### config.mk
export PLATFORM = sky130hd
export DESIGN_NAME = mul_seq_n
export DESIGN_NICKNAME = d
export VERILOG_FILES = /design/src/rtl/mul_seq_n.sv
export SDC_FILE = /design/constraint.sdc
export NUM_CORES = 1
export LEC_CHECK = 0
export BUFFER_PORTS_ARGS = -buffer_cell sky130_fd_sc_hd__buf_2
export CAP_MARGIN = 10
export CORE_MARGIN = 1.5
export CORE_UTILIZATION = 55
export CTS_BUF_LIST = sky130_fd_sc_hd__clkbuf_2 sky130_fd_sc_hd__clkbuf_4 sky130_fd_sc_hd__clkbuf_8
export CTS_CLUSTER_SIZE = 20
export DETAILED_ROUTE_END_ITERATION = 8
export MAX_ROUTING_LAYER = met4
export PLACE_DENSITY = 0.83
export SLEW_MARGIN = 10
export SYNTH_ARGS = -nofsm -noshare
export SYNTH_HDL_FRONTEND = slang
export SYNTH_SLANG_ARGS = --single-unit
### constraint.sdc
create_clock -name clk -period 9.87 [get_ports clk]
set_clock_uncertainty 0.05 [all_clocks]
set_input_delay 0.4935 -clock clk [delete_from_list [all_inputs] [get_ports clk]]
set_output_delay 0.4935 -clock clk [all_outputs]
set_load 0.05 [all_outputs]
### src/rtl/mul_seq_n.sv
// mul_seq_n: N-bit iterative shift-add multiplier with hex display outputs.
//
// Operands are captured from a shared bus into registers A and B. A start
// pulse launches an N-cycle shift-add loop, unsigned or two's-complement
// signed. The registered 2N-bit product is decoded onto N/2 seven-segment
// digits (8 bits per digit, active-high, bit 7 = decimal point, kept off).
//
// Ports:
//   clk          system clock, rising edge
//   clr          synchronous active-high reset
//   data_in      operand bus (N bits) shared by A and B
//   load_a       capture data_in into A (IDLE/DONE only)
//   load_b       capture data_in into B (IDLE/DONE only)
//   signed_mode  1 = two's-complement, sampled on the start edge
//   start        begin a multiplication (ignored while busy)
//   busy         high for exactly N cycles while iterating
//   done         high from result write until next start or clr
//   product      last completed 2N-bit result
//   segment      digit i on segment[8i+7:8i] shows product[4i+3:4i]
module mul_seq_n #(
  parameter int N = 8
) (
  input  logic           clk,
  input  logic           clr,
  input  logic [N-1:0]   data_in,
  input  logic           load_a,
  input  logic           load_b,
  input  logic           signed_mode,
  input  logic           start,
  output logic           busy,
  output logic           done,
  output logic [2*N-1:0] product,
  output logic [4*N-1:0] segment
);

  localparam int CW = $clog2(N);

  typedef enum logic [1:0] {IDLE, CALC, DONE} state_t;

  state_t state, state_nxt;

  logic [N-1:0]   a_reg, b_reg;
  logic [N-1:0]   mcand, mplier;
  logic [2*N-1:0] acc;
  logic [CW-1:0]  count;
  logic           neg;
  logic [2*N-1:0] product_reg;

  logic           start_ok;
  logic           last_iter;
  logic [2*N-1:0] addend;
  logic [2*N-1:0] sum;

  // Magnitude of a two's-complement operand as an unsigned N-bit value;
  // the most negative value maps onto 2^(N-1), which still fits.
  function automatic logic [N-1:0] abs_mag(input logic signed [N-1:0] v);
    logic [N-1:0] m;
    m = v[N-1] ? (~v + 1'b1) : v;
    return m;
  endfunction

  function automatic logic [2*N-1:0] negate_2n(input logic [2*N-1:0] v);
    return ~v + 1'b1;
  endfunction

  function automatic logic [7:0] hex_display_decoder(input logic [3:0] nib);
    logic [7:0] s;
    case (nib)
      4'h0: s = 8'h3F;
      4'h1: s = 8'h06;
      4'h2: s = 8'h5B;
      4'h3: s = 8'h4F;
      4'h4: s = 8'h66;
      4'h5: s = 8'h6D;
      4'h6: s = 8'h7D;
      4'h7: s = 8'h07;
      4'h8: s = 8'h7F;
      4'h9: s = 8'h6F;
      4'hA: s = 8'h77;
      4'hB: s = 8'h7C;
      4'hC: s = 8'h39;
      4'hD: s = 8'h5E;
      4'hE: s = 8'h79;
      default: s = 8'h71;
    endcase
    return s;
  endfunction

  assign start_ok  = start && (state != CALC);
  assign last_iter = (state == CALC) && (count == CW'(N - 1));
  assign addend    = mplier[count] ? ({{N{1'b0}}, mcand} << count) : '0;
  assign sum       = acc + addend;

  always_ff @(posedge clk) begin
    if (clr) state <= IDLE;
    else     state <= state_nxt;
  end

  always_comb begin
    state_nxt = state;
    busy      = 1'b0;
    done      = 1'b0;
    case (state)
      IDLE: begin
        if (start) state_nxt = CALC;
      end
      CALC: begin
        busy = 1'b1;
        if (last_iter) state_nxt = DONE;
      end
      DONE: begin
        done = 1'b1;
        if (start) state_nxt = CALC;
      end
      default: state_nxt = IDLE;
    endcase
  end

  always_ff @(posedge clk) begin
    if (clr) begin
      a_reg       <= '0;
      b_reg       <= '0;
      mcand       <= '0;
      mplier      <= '0;
      acc         <= '0;
      count       <= '0;
      neg         <= 1'b0;
      product_reg <= '0;
    end else begin
      // Loads land alongside a start; the operation itself sees the
      // pre-edge A/B because the prep below reads the current registers.
      if (state != CALC) begin
        if (load_a) a_reg <= data_in;
        if (load_b) b_reg <= data_in;
      end
      if (start_ok) begin
        acc   <= '0;
        count <= '0;
        if (signed_mode) begin
          mcand  <= abs_mag($signed(a_reg));
          mplier <= abs_mag($signed(b_reg));
          neg    <= a_reg[N-1] ^ b_reg[N-1];
        end else begin
          mcand  <= a_reg;
          mplier <= b_reg;
          neg    <= 1'b0;
        end
      end else if (state == CALC) begin
        acc   <= sum;
        count <= count + 1'b1;
        if (last_iter) product_reg <= neg ? negate_2n(sum) : sum;
      end
    end
  end

  assign product = product_reg;

  for (genvar i = 0; i < N / 2; i++) begin : g_digit
    assign segment[8*i +: 8] = hex_display_decoder(product_reg[4*i +: 4]);
  end

endmodule
**Word-level counts from Yosys, hierarchy flattened**

Memories as Yosys holds them, arrays and structs flattened. A register that Yosys moved wholly into a read port is not among the register bits.
Index checks and enable logic that the tools add are counted.

- Multiply operators: 0
- Magnitude comparators: 1
- Mux-type cells: 22
- Reductions and logical operators: 9
- Div/mod/pow operators: 0
- Equal/unequal tests: 6
- Bitwise operators: 5
- Add/subtract/negate cells: 5
- Shifts and indexed selects: 1

Operators with widths:

| operator | count |
|---|---|
| $mux 16 | 2 |
| $mux 4 | 8 |
| $mux 8 | 4 |
| $add 16x1->16 const B | 1 |
| $add 16x16->16 | 1 |
| $add 8x1->8 const B | 2 |
| $not 16->16 | 1 |
| $not 8->8 | 2 |
| $shl 8x3->16 | 1 |
| $reduce_and 2->1 | 3 |
| $lt 3x4->1 const B | 1 |
| $mux 1 | 4 |
| $mux 2 | 2 |
| $ne 2x1->1 const B | 2 |
| $pmux 2 s2 | 1 |
| $reduce_or 2->1 | 2 |
| $add 3x1->3 const B | 1 |
| $bmux 1 s3 | 1 |
| $eq 3x3->1 const B | 1 |
| $reduce_and 3->1 | 1 |
| $eq 2x1->1 const B | 1 |
| $eq 2x2->1 const B | 1 |
| $logic_and 1x1->1 | 2 |
| $logic_not 2->1 | 1 |
| other kinds (3) | 3 |

- Memories kept: 4
- Output and inout port bits: 50
- Word-level logic and storage cells: 62
- ROM bits: 448
- Bits in latches: 0
- Memory bits (writable): 0
- Register bits after elaboration: 70

Memory list:

| name | words | bits a word | read ports | clocked after memory_dff | wr ports | line | source |
|---|---|---|---|---|---|---|---|
| (no name shown) | 16 | 7 | 1 | 1 | 0 | 68 | `case (nib)` |
| (no name shown) | 16 | 7 | 1 | 1 | 0 | 68 |  |
| (no name shown) | 16 | 7 | 1 | 1 | 0 | 68 |  |
| (no name shown) | 16 | 7 | 1 | 1 | 0 | 68 |  |

**Logic depth before layout (Yosys ltp)**

Gate-level depths: netlist (run 1).

- Depth in word-level cells: 9
- Gate-level depth with buffers: 23
- Depth with buffers taken out: 20

**Worst setup path before layout (run 1)**

Ideal clock, no wire load.

- Kind: register to register
- Start: register count[0]
- End: register, netlist name segment[19]
- Data required time: 9.686 ns
- Arrival time: 5.027 ns
- Buffers on the path: 2
- Setup slack: 4.659 ns
- Stages on the path, launching flop included: 18
- Cells stage by stage: dfxtp_1 clkbuf_1 mux4_2 nand2_1 and2_1 clkbuf_1 a21oi_1 ha_1 a21o_1 a221o_2 xor2_2 a2111oi_1 a21oi_1 xnor2_1 a211oi_1 inv_1 ha_1 mux4_2

- Cells in the longest elaborated chain, start to end: 9

RTL lines:

| what | line | source |
|---|---|---|
| start, declared | 45 | `logic [CW-1:0] count;` |
| start signal, assigned | 150 | `count <= count + 1'b1;` |
| $bmux 1 s3 | 91 | `assign addend = mplier[count] ? ({{N{1'b0}}, mcand} << count) : '0;` |
| $mux 1 (not written as such) | 91 |  |
| $mux 16 | 91 |  |
| $add 16x16->16 | 92 | `assign sum = acc + addend;` |
| $not 16->16 | 63 | `return ~v + 1'b1;` |
| $add 16x1->16 | 63 |  |
| $mux 16 | 151 | `if (last_iter) product_reg <= neg ? negate_2n(sum) : sum;` |
| $mux 4 (no source line) (*) (2 in a row) | n/a |  |

Mark *: on every way between the ends. The rest lies on a longest branch, timed or not. The select of a mux whose other input is x is not followed.
A chain may end at the register's enable or synchronous reset.

**Worst setup path in the final report (run 1)**

- Start: register count[0]
- End: register, netlist name segment[19]

- Cells in the longest elaborated chain, start to end: 9

RTL lines:

| what | line |
|---|---|
| $bmux 1 s3 | 91 |
| $mux 1 (not written as such) | 91 |
| $mux 16 | 91 |
| $add 16x16->16 | 92 |
| $not 16->16 | 63 |
| $add 16x1->16 | 63 |
| $mux 16 | 151 |
| $mux 4 (no source line) (*) (2 in a row) | n/a |

Marked as above.

==> metrics, run 1 <==
outcome=complete, no violations; drt wl/cell=about 15 µm; post-CTS setup buffer count=0; synthesized area per cell=8.150 µm²; Die Wd=108.5 µm; Slowest-stage cell, CP=dfxtp_1; Post-synth EDFFs=0; multiplexer share of the synthesized area=0.05233; DIE HEIGHT=108.5 µm; critical path launch point type=register; vias in the first global route=4,930; # IOs=64; crit path cell chain=mux4_2 -> nand2_1 -> and2_1 -> a21oi_1 -> ha_1 -> a21o_1 -> a221o_2 -> xor2_2 -> a2111oi_1 -> a21oi_1 -> xnor2_1 -> a211oi_1 -> inv_1 -> ha_1 -> mux4_2; share of cells above drive strength 1=0.1481; drt first-iter violations=293; max-cap violation count=0; Setup CP Type=register to register; Slew Limit Headroom=0.3084; CTS-repair resized insts=0; Period minus WS final=between 5 and 6 ns; # setup viols final=0; clk root buf=clkbuf_8; port bufs=just under 60; Final Max Slew Viols=0; RSZ-0062 raised after global routing=no; R2R depth=15; Vias=5,324; Routability Congestion=between 0.9 and 1; most frequent cells after synthesis=dfxtp_1, nand2_1, a21oi_1, nor2_1, ha_1; clock-pin slew on the worst setup and hold paths=0.10 ns; Syn-to-layout area delta=7.441%; Netlist cell types=82; FFs w/ async S/R, synth=0; CP peak stage delay=0.71 ns; Core Rows=38; largest net degree at the start of global routing=66; post-synthesis cell count=~750; later-pin clock latency in the skew report=0.39 ns; Reg2Reg Setup Slack=3.97 ns; post-synthesis simple-gate area fraction=0.2046; Die ar.=between 10,000 and 15,000 µm²; total gr overflow=0; top_reg_cell synth=dfxtp_1; critical path arrival=around 6.1 ns; ranking of synthesized cells by area=dfxtp_1, ha_1, a21oi_1, nand2_1, nor2_1; Synth top area share=0.3205; YS warnings=0; Seq/Total Area, Yosys=0.3205; largest family of logic cells by synthesized area=compound AO/OA/AOI/OAI gates; first-pass GRT wire length=approximately 23 mm; Vias/cell=5.725; CP Max Fanout=17; initial core utilization=0.5646; Pleak=0.002708 µW; Detailed Route WL=13.77 mm; Synth area leader=dfxtp_1; Synth Area in Compound Gates=0.2065; fraction of the mapped netlist area in adder cells=0.09935; Hold EP=a_reg[6]; reg2reg end=segment[19]; Req. time, crit path=10.09 ns; achievable frequency=0.1695 GHz; clk sinks=98; final hold slack=0.3142 ns; hold_buf cts=0; CORE AREA=between 10,000 and 15,000 µm²; diode count=0; setup_tns=0 ns; Slew @ Worst Pin=1.031 ns; worst hold start=data_in[6]; DRC=0; antenna violations before repair=0; Worst setup EP type=register; Max clock buf depth=2; max reg flops=28; # nets final=847; final hold viol count=0; number of H-tree levels=3; GRT Util Overall=0.2513; Synth Area in XOR/XNOR=0.04415; Worst VDD drop=0.1249 mV; Tightest Hold Check Type=input port to register; drt pass-1 iters=5; dpl hpwl=10.30 mm; Tcrit/Tclk final=0.5979; Cell Area, Synth=around 6100 µm²; FF-to-FF Start=count[0]; ANT nets after route=0; flop and latch count out of synthesis=98; WHS Path Cells=3; CTS tree=done; most common cell in the netlist=dfxtp_1; cts bufs inserted=9; Cell Pwr Density=117.6 nW/µm²
## layout make-up
cell class / count / area (µm²)
inverters: 45 / 168.9
multi-input cells: 568 / 3730
clock buffers: 12 / 158.9
flip-flops and latches: 98 / 1962
clock inverters: 4 / 58.81
fillers: 956 / 4264
well taps: 140 / 175.2
repair buffers: 63 / 322.8
## cells in the final DEF (no fill, tap or decap), types with 5 or more instances in the layout
cell type	Yosys	final
nor2b_1	7	7
inv_1	44	44
a211oi_1	20	20
o21ai_0	21	21
a21oi_1	80	80
or2_2	5	5
or3_1	5	5
nand3_1	30	30
a22oi_1	9	9
xnor2_1	21	21
clkbuf_8	1	11
ha_1	47	47
and2_1	9	9
nor2_1	79	79
nor3_1	16	16
nand2_1	90	90
mux2_2	5	5
xor2_1	8	8
mux2i_1	16	16
a311oi_1	5	5
a31oi_1	7	7
nand2b_1	5	5
a211o_1	5	5
buf_2	1	60
dfxtp_1	98	98
## stage by stage
stage                 util  setup slack, ns  std cells  area [µm²]  power (µW)
floorplan                -            4.659        754        6132       484.0
global placement    0.5861            4.342        913        6354       496.9
detailed placement  0.5861            4.070        913        6354       500.1
CTS                 0.6062            4.051        929        6571       779.1
global route        0.6066            3.631        930        6576       803.9
finish              0.6066            3.969        930        6576       773.3
## how the worst max path moves through the flow
stage                     startpoint     endpoint  slack (ns)  cells after the start
after floorplan             count[0]  segment[19]        4.66                     17
final                       count[0]  segment[19]        3.97                     15
after CTS                   count[0]  segment[19]        4.05                     15
after detailed placement    count[0]  segment[19]        4.07                     15
after global routing        count[0]  segment[19]        3.63                     15
after global placement      count[0]  segment[19]        4.34                     15
## where the power goes
group / total [µW] / internal (µW) / switching, µW
clock: 281 / 137 / 145
combinational: 76.5 / 26.9 / 49.6
sequential: 415 / 405 / 10.6
total: 773 / 568 / 205
## per-layer routing
metal  share of wire  GRT usage
met5               0          -
met3           0.043    0.04882
met4           0.020    0.08647
met2            0.49     0.4317
met1            0.44     0.2921
## cells by family (layout without fill, tap and decap cells)
family	Yosys count	after routing
other cells	1	4
fa+ha+maj	48	48
compound gates	188	188
mux	26	26
flops	98	98
simple gates	272	272
buf+inv	88	124
xor+xnor	30	30
## critical path, delay by kind of cell (launching register included)
| family | cells | cell delay, ns |
|---|---|---|
| buffers and inverters | 1 | 0.25 |
| multiplexers | 2 | 1.05 |
| XOR/XNOR | 2 | 0.41 |
| AO/OA/AOI/OAI | 6 | 2.16 |
| adder cells (fa/ha/maj) | 2 | 0.72 |
| AND/OR/NAND/NOR | 2 | 0.44 |
| flip-flops | 1 | 0.71 |
Power figures use the tool's default switching activity.
==> inputs of run 2 (changes only) <==
--- a/config.mk
+++ b/config.mk
@@ -13,7 +13,7 @@
 export CTS_CLUSTER_SIZE = 20
 export DETAILED_ROUTE_END_ITERATION = 8
 export MAX_ROUTING_LAYER = met4
-export PLACE_DENSITY = 0.83
+export PLACE_DENSITY = 0.86
 export SLEW_MARGIN = 10
 export SYNTH_ARGS = -nofsm -noshare
 export SYNTH_HDL_FRONTEND = slang
==> constraint.sdc (replaced) <==
create_clock -name clk -period 5.4 [get_ports clk]
set_clock_uncertainty 0.05 [all_clocks]
set_input_delay 0.27 -clock clk [delete_from_list [all_inputs] [get_ports clk]]
set_output_delay 0.27 -clock clk [all_outputs]
set_load 0.05 [all_outputs]
==> run 2 against run 1 <==
Combinational power grew 86%. Critical path depth rose by 1. Design area up 0.29%. Final cell count is 0.54% higher. Highest routed layer unchanged. Core utilization up 0.17 points. Register-to-register slack lost 3.6 ns. Sequential share of layout area is 0.085 points lower. Sequential cell count is the same. Global-route usage is 1.5 points lower. Fmax grew 17%. Clock-buffer cell count fell by 1.
==> metrics, run 2 (synthesis gave the netlist of run 1 again) <==
dpl hpwl=9.691 mm; critical path arrival=between 5 and 6 ns; Final Max Slew Viols=0; clock-pin slew on the worst setup and hold paths=0.09 ns; total gr overflow=0; port bufs=between 50 and 60; fin util=0.6084; GRT Util Overall=0.2362; most common cell after layout, fill and taps aside=dfxtp_1; Final WS setup=0.3420 ns; Worst VDD drop=0.2111 mV; switching pwr=356.8 µW; worst path bufs/invs=1; Multi-input gate area=~3700 µm²; critical path launch point type=register; Tightest Hold Check Type=input port to register; Setup CP Type=register to register; crit path cell chain=mux4_2 -> nand2_1 -> and2_1 -> a21oi_1 -> ha_1 -> a21o_1 -> a221o_2 -> xor2_2 -> a2111oi_4 -> a31oi_1 -> xnor2_1 -> mux2i_1 -> nor2_1 -> inv_1 -> ha_1 -> mux4_2; max reg flops=28; drt pass-1 iters=5; Tcrit/Tclk final=0.9367; Storage cell area=around 2000 µm²; Detailed Route WL=13.04 mm; first-pass GRT wire length=around 22 mm; ANT nets after route=0; power share of the combinational group=0.107; internal power=slightly below 1000 µW; critical path's top delay family=compound AO/OA/AOI/OAI gates; number of H-tree levels=3; share of cells above drive strength 1=0.1547; Final Non-Filler Cells=935; CTS tree=done; CP peak stage delay=a little over 0.5 ns; # IOs=64; CORE AREA=10,840 µm²; DRC=0; antenna violations before repair=0; Post-Place Worst Slack=0.3418 ns; clk sinks=98; initial core utilization=0.5646; Seq pwr share=0.569; most frequent cells in the layout=dfxtp_1, nand2_1, a21oi_1, nor2_1, buf_2; setup_tns=0 ns; RSZ-0062 raised after global routing=no; # setup viols final=0; later-pin clock latency in the skew report=0.38 ns; CP Max Fanout=7; cts bufs inserted=9; Slowest-stage cell, CP=mux4_2; largest net degree at the start of global routing=between 60 and 70; Routability Congestion=0.9530; Cell Pwr Density=201.6 nW/µm²; drt first-iter violations=392; clk root buf=clkbuf_8; Slew @ Worst Pin=around 0.94 ns; Syn-to-layout area delta=7.747%; max-cap violation count=0; achievable frequency=0.1977 GHz; Die Wd=108.5 µm; drt wl/cell=13.95 µm; DIE HEIGHT=108.5 µm; Core Rows=38; Switching Share=0.2683; Vias/cell=5.630; Fill cells=just under 1,000; outcome=complete, no violations; Clk network pwr share=0.324; Vias=5,264; hold_buf cts=0; # nets final=853; Pleak=0.002717 µW; Die ar.=approximately 12,000 µm²; diode count=0; final hold viol count=0; Slew Limit Headroom=0.3762; Max clock buf depth=2; Worst setup EP type=register; placed cell count=920; Period minus WS final=5.058 ns; vias in the first global route=around 4,800; Req. time, crit path=~5.6 ns
==> run 2: final timing paths <==
| path | start | to | slack (ns) | cells past startpoint |
|---|---|---|---|---|
| hold reg to reg | mplier[7] | mplier[7] | 0.41 | 2 |
| setup / recovery | count[0] | segment[19] | 0.34 | 16 |
| setup reg to reg | count[0] | segment[19] | 0.34 | 16 |
| hold / removal | data_in[6] | b_reg[6] | 0.10 | 3 |
==> run 2: timing repair <==
item,4_1_cts,5_1_grt
gates resized for setup,0,3
setup buffers,0,0
setup endpoints to repair,0,7
==> run 2: layer usage <==
metal,part of all wire,GRT usage
met4,0.016,0.06203
met5,0,-
met2,0.48,0.3899
met3,0.055,0.05847
met1,0.45,0.2874
==> run 2: layout make-up <==
class,instances,area share
multi-input combinational,568,0.5682
timing repair buffer,69,0.05616
tap,140,0.02656
inverter,45,0.02561
clock inverter,4,0.003984
clock buffer,11,0.02201
sequential,98,0.2975
==> run 2: worst min-delay path, stage by stage <==
cell and delay (ns):
buf_2 0.11, nand3_1 0.06, a21oi_1 0.05
==> run 2: metrics by stage <==
| step | total power (µW) | hold WS (ns) | area (µm²) |
|---|---|---|---|
| floorplan | 884.7 | 0.3628 | 6132 |
| global placement | 910.7 | 0.3985 | 6406 |
| detailed placement | 913.4 | 0.4001 | 6406 |
| CTS | 1340 | 0.08651 | 6578 |
| global route | 1390 | 0.09131 | 6595 |
| finish | 1330 | 0.1034 | 6595 |
==> run 2: power by group through the flow <==
stage	sequential (µW)	clock [µW]	combinational, µW
3_5_place_dp	774	0	140
3_3_place_gp	773	0	138
5_1_grt	760	470	160
6_report	757	431	142
4_1_cts	757	442	141
2_1_floorplan	768	0	117
==> inputs of run 3 (changes only) <==
--- a/config.mk
+++ b/config.mk
@@ -8,12 +8,12 @@
 export BUFFER_PORTS_ARGS = -buffer_cell sky130_fd_sc_hd__buf_2
 export CAP_MARGIN = 10
 export CORE_MARGIN = 1.5
-export CORE_UTILIZATION = 55
+export CORE_UTILIZATION = 45
 export CTS_BUF_LIST = sky130_fd_sc_hd__clkbuf_2 sky130_fd_sc_hd__clkbuf_4 sky130_fd_sc_hd__clkbuf_8
 export CTS_CLUSTER_SIZE = 20
 export DETAILED_ROUTE_END_ITERATION = 8
 export MAX_ROUTING_LAYER = met4
-export PLACE_DENSITY = 0.86
+export PLACE_DENSITY = 0.74
 export SLEW_MARGIN = 10
 export SYNTH_ARGS = -nofsm -noshare
 export SYNTH_HDL_FRONTEND = slang
==> run 3 against run 2 <==
Critical path depth did not move. Register-to-register slack about the same. Combinational power hardly changed. Highest routed layer unchanged. Largest cell class unchanged.
==> metrics, run 3 (synthesis gave the netlist of run 1 again) <==
achievable frequency=0.1980 GHz; Syn-to-layout area delta=8.585%; CTS tree=done; Routability Congestion=0.8669; antenna violations before repair=0; grt met2 use=0.3136; power share of the combinational group=0.107; Final Max Slew Viols=0; max-cap violation count=0; Final WS setup=0.3502 ns; critical path launch point type=register; Post-Place Worst Slack=0.3199 ns; met3 usage=0.03755; Switching Share=0.2734; Clk network pwr share=0.329; dpl hpwl=9.755 mm; Vias/cell=5.356; total gr overflow=0; share of cells above drive strength 1=0.1581; cts bufs inserted=9; Die ar.=roughly 14,000 µm²; grt met1 use=0.2478; final hold viol count=0; ANT nets after route=0; final hold slack=0.09093 ns; initial core utilization=0.4622; drt wl/cell=about 13 µm; most used routing layer=met2; hold_buf cts=0; # nets final=between 800 and 900; port bufs=just under 60; largest net degree at the start of global routing=66; setup_tns=0 ns; CP Max Fanout=7; Setup CP Type=register to register; max reg flops=28; critical path arrival=between 5 and 6 ns; GRT Util Overall=0.1942; Worst VDD drop=~0.18 mV; most common cell after layout, fill and taps aside=dfxtp_1; clk sinks=98; Vias=5,211; Tightest Hold Check Type=input port to register; vias in the first global route=4,672; # IOs=64; drt pass-1 iters=5; CORE AREA=13,240 µm²; later-pin clock latency in the skew report=0.38 ns; Cell Pwr Density=201.7 nW/µm²; switching pwr=366.5 µW; DRC=0; Pleak=between 0.002 and 0.003 µW; Req. time, crit path=between 5 and 6 ns; diode count=0; Max clock buf depth=2; outcome=complete, no violations; clk root buf=clkbuf_8; DIE HEIGHT=119.6 µm; number of H-tree levels=3; Slew Limit Headroom=0.3571; Tcrit/Tclk final=0.9351; clock-pin slew on the worst setup and hold paths=0.09 ns; Worst setup EP type=register; Detailed Route WL=13.13 mm; internal power=roughly 970 µW; drt first-iter violations=289; Seq pwr share=0.565; Fill cells=1,319; Core Rows=42; RSZ-0062 raised after global routing=no; most frequent cells in the layout=dfxtp_1, nand2_1, a21oi_1, nor2_1, buf_2; Period minus WS final=roughly 5.0 ns; Die Wd=around 120 µm; Slew @ Worst Pin=around 0.96 ns; first-pass GRT wire length=around 22 mm; # setup viols final=0
==> run 3: cell types whose count changed in the layout (fill, tap and decap cells not counted), sizes merged <==
cell,delta
clkinv,+1
clkinvlp,-1
buf,+2
==> run 3: power by group through the flow <==
stage	registers, µW	clock network (µW)	logic (µW)
after detailed placement	774	0	141
final	757	441	143
after global routing	760	481	161
after CTS	757	453	142
after floorplan	768	0	117
after global placement	773	0	140
==> run 3: final cells by class <==
cell class / instances / area [µm²] / area share
Timing Repair Buffer: 71 / 385.4 / 0.05798
Multi-Input combinational cell: 568 / 3737 / 0.5623
Clock inverter: 4 / 27.53 / 0.004142
Sequential cell: 98 / 1962 / 0.2952
Clock buffer: 11 / 145.1 / 0.02184
Inverter: 45 / 168.9 / 0.02541
Tap cell: 176 / 220.2 / 0.03313
==> run 3: final timing paths <==
| path | from | endpoint | slack [ns] | cells past startpoint |
|---|---|---|---|---|
| max | count[0] | segment[19] | 0.35 | 16 |
| min | data_in[7] | b_reg[7] | 0.09 | 3 |
| max reg2reg | count[0] | segment[19] | 0.35 | 16 |
| min reg2reg | acc[14] | acc[14] | 0.41 | 2 |
==> run 3: stage by stage <==
step                      utilization  instance area [µm²]  instances  power (µW)
after floorplan                     -                 6132        754       884.7
after global placement         0.4883                 6466        958       913.2
after detailed placement       0.4883                 6466        958       915.1
after CTS                      0.5013                 6639        973        1351
after global routing           0.5019                 6646        973        1402
final                          0.5019                 6646        973        1340
==> run 3: critical path: stages (launching register included) <==
cell and delay (ns):
dfxtp_1 0.40, mux4_2 0.51, nand2_1 0.16, and2_1 0.28
a21oi_1 0.07, ha_1 0.35, a21o_1 0.22, a221o_2 0.47
xor2_2 0.21, a2111oi_4 0.44, a31oi_1 0.16, xnor2_1 0.29
mux2i_1 0.23, nor2_2 0.22, inv_1 0.12, ha_1 0.30
mux4_2 0.45
==> run 3: per-layer routing <==
layer,vias to the layer above,part of all wire
li1,2712,-
met1,2385,0.48
met2,94,0.46
met3,20,0.039
met4,0,0.018
met5,-,0
==> run 3: what timing repair did <==
action	CTS	global route
endpoints found under the hold margin	0	0
buffers inserted	0	0
endpoints found under the setup margin	0	7
gates resized for setup	0	2
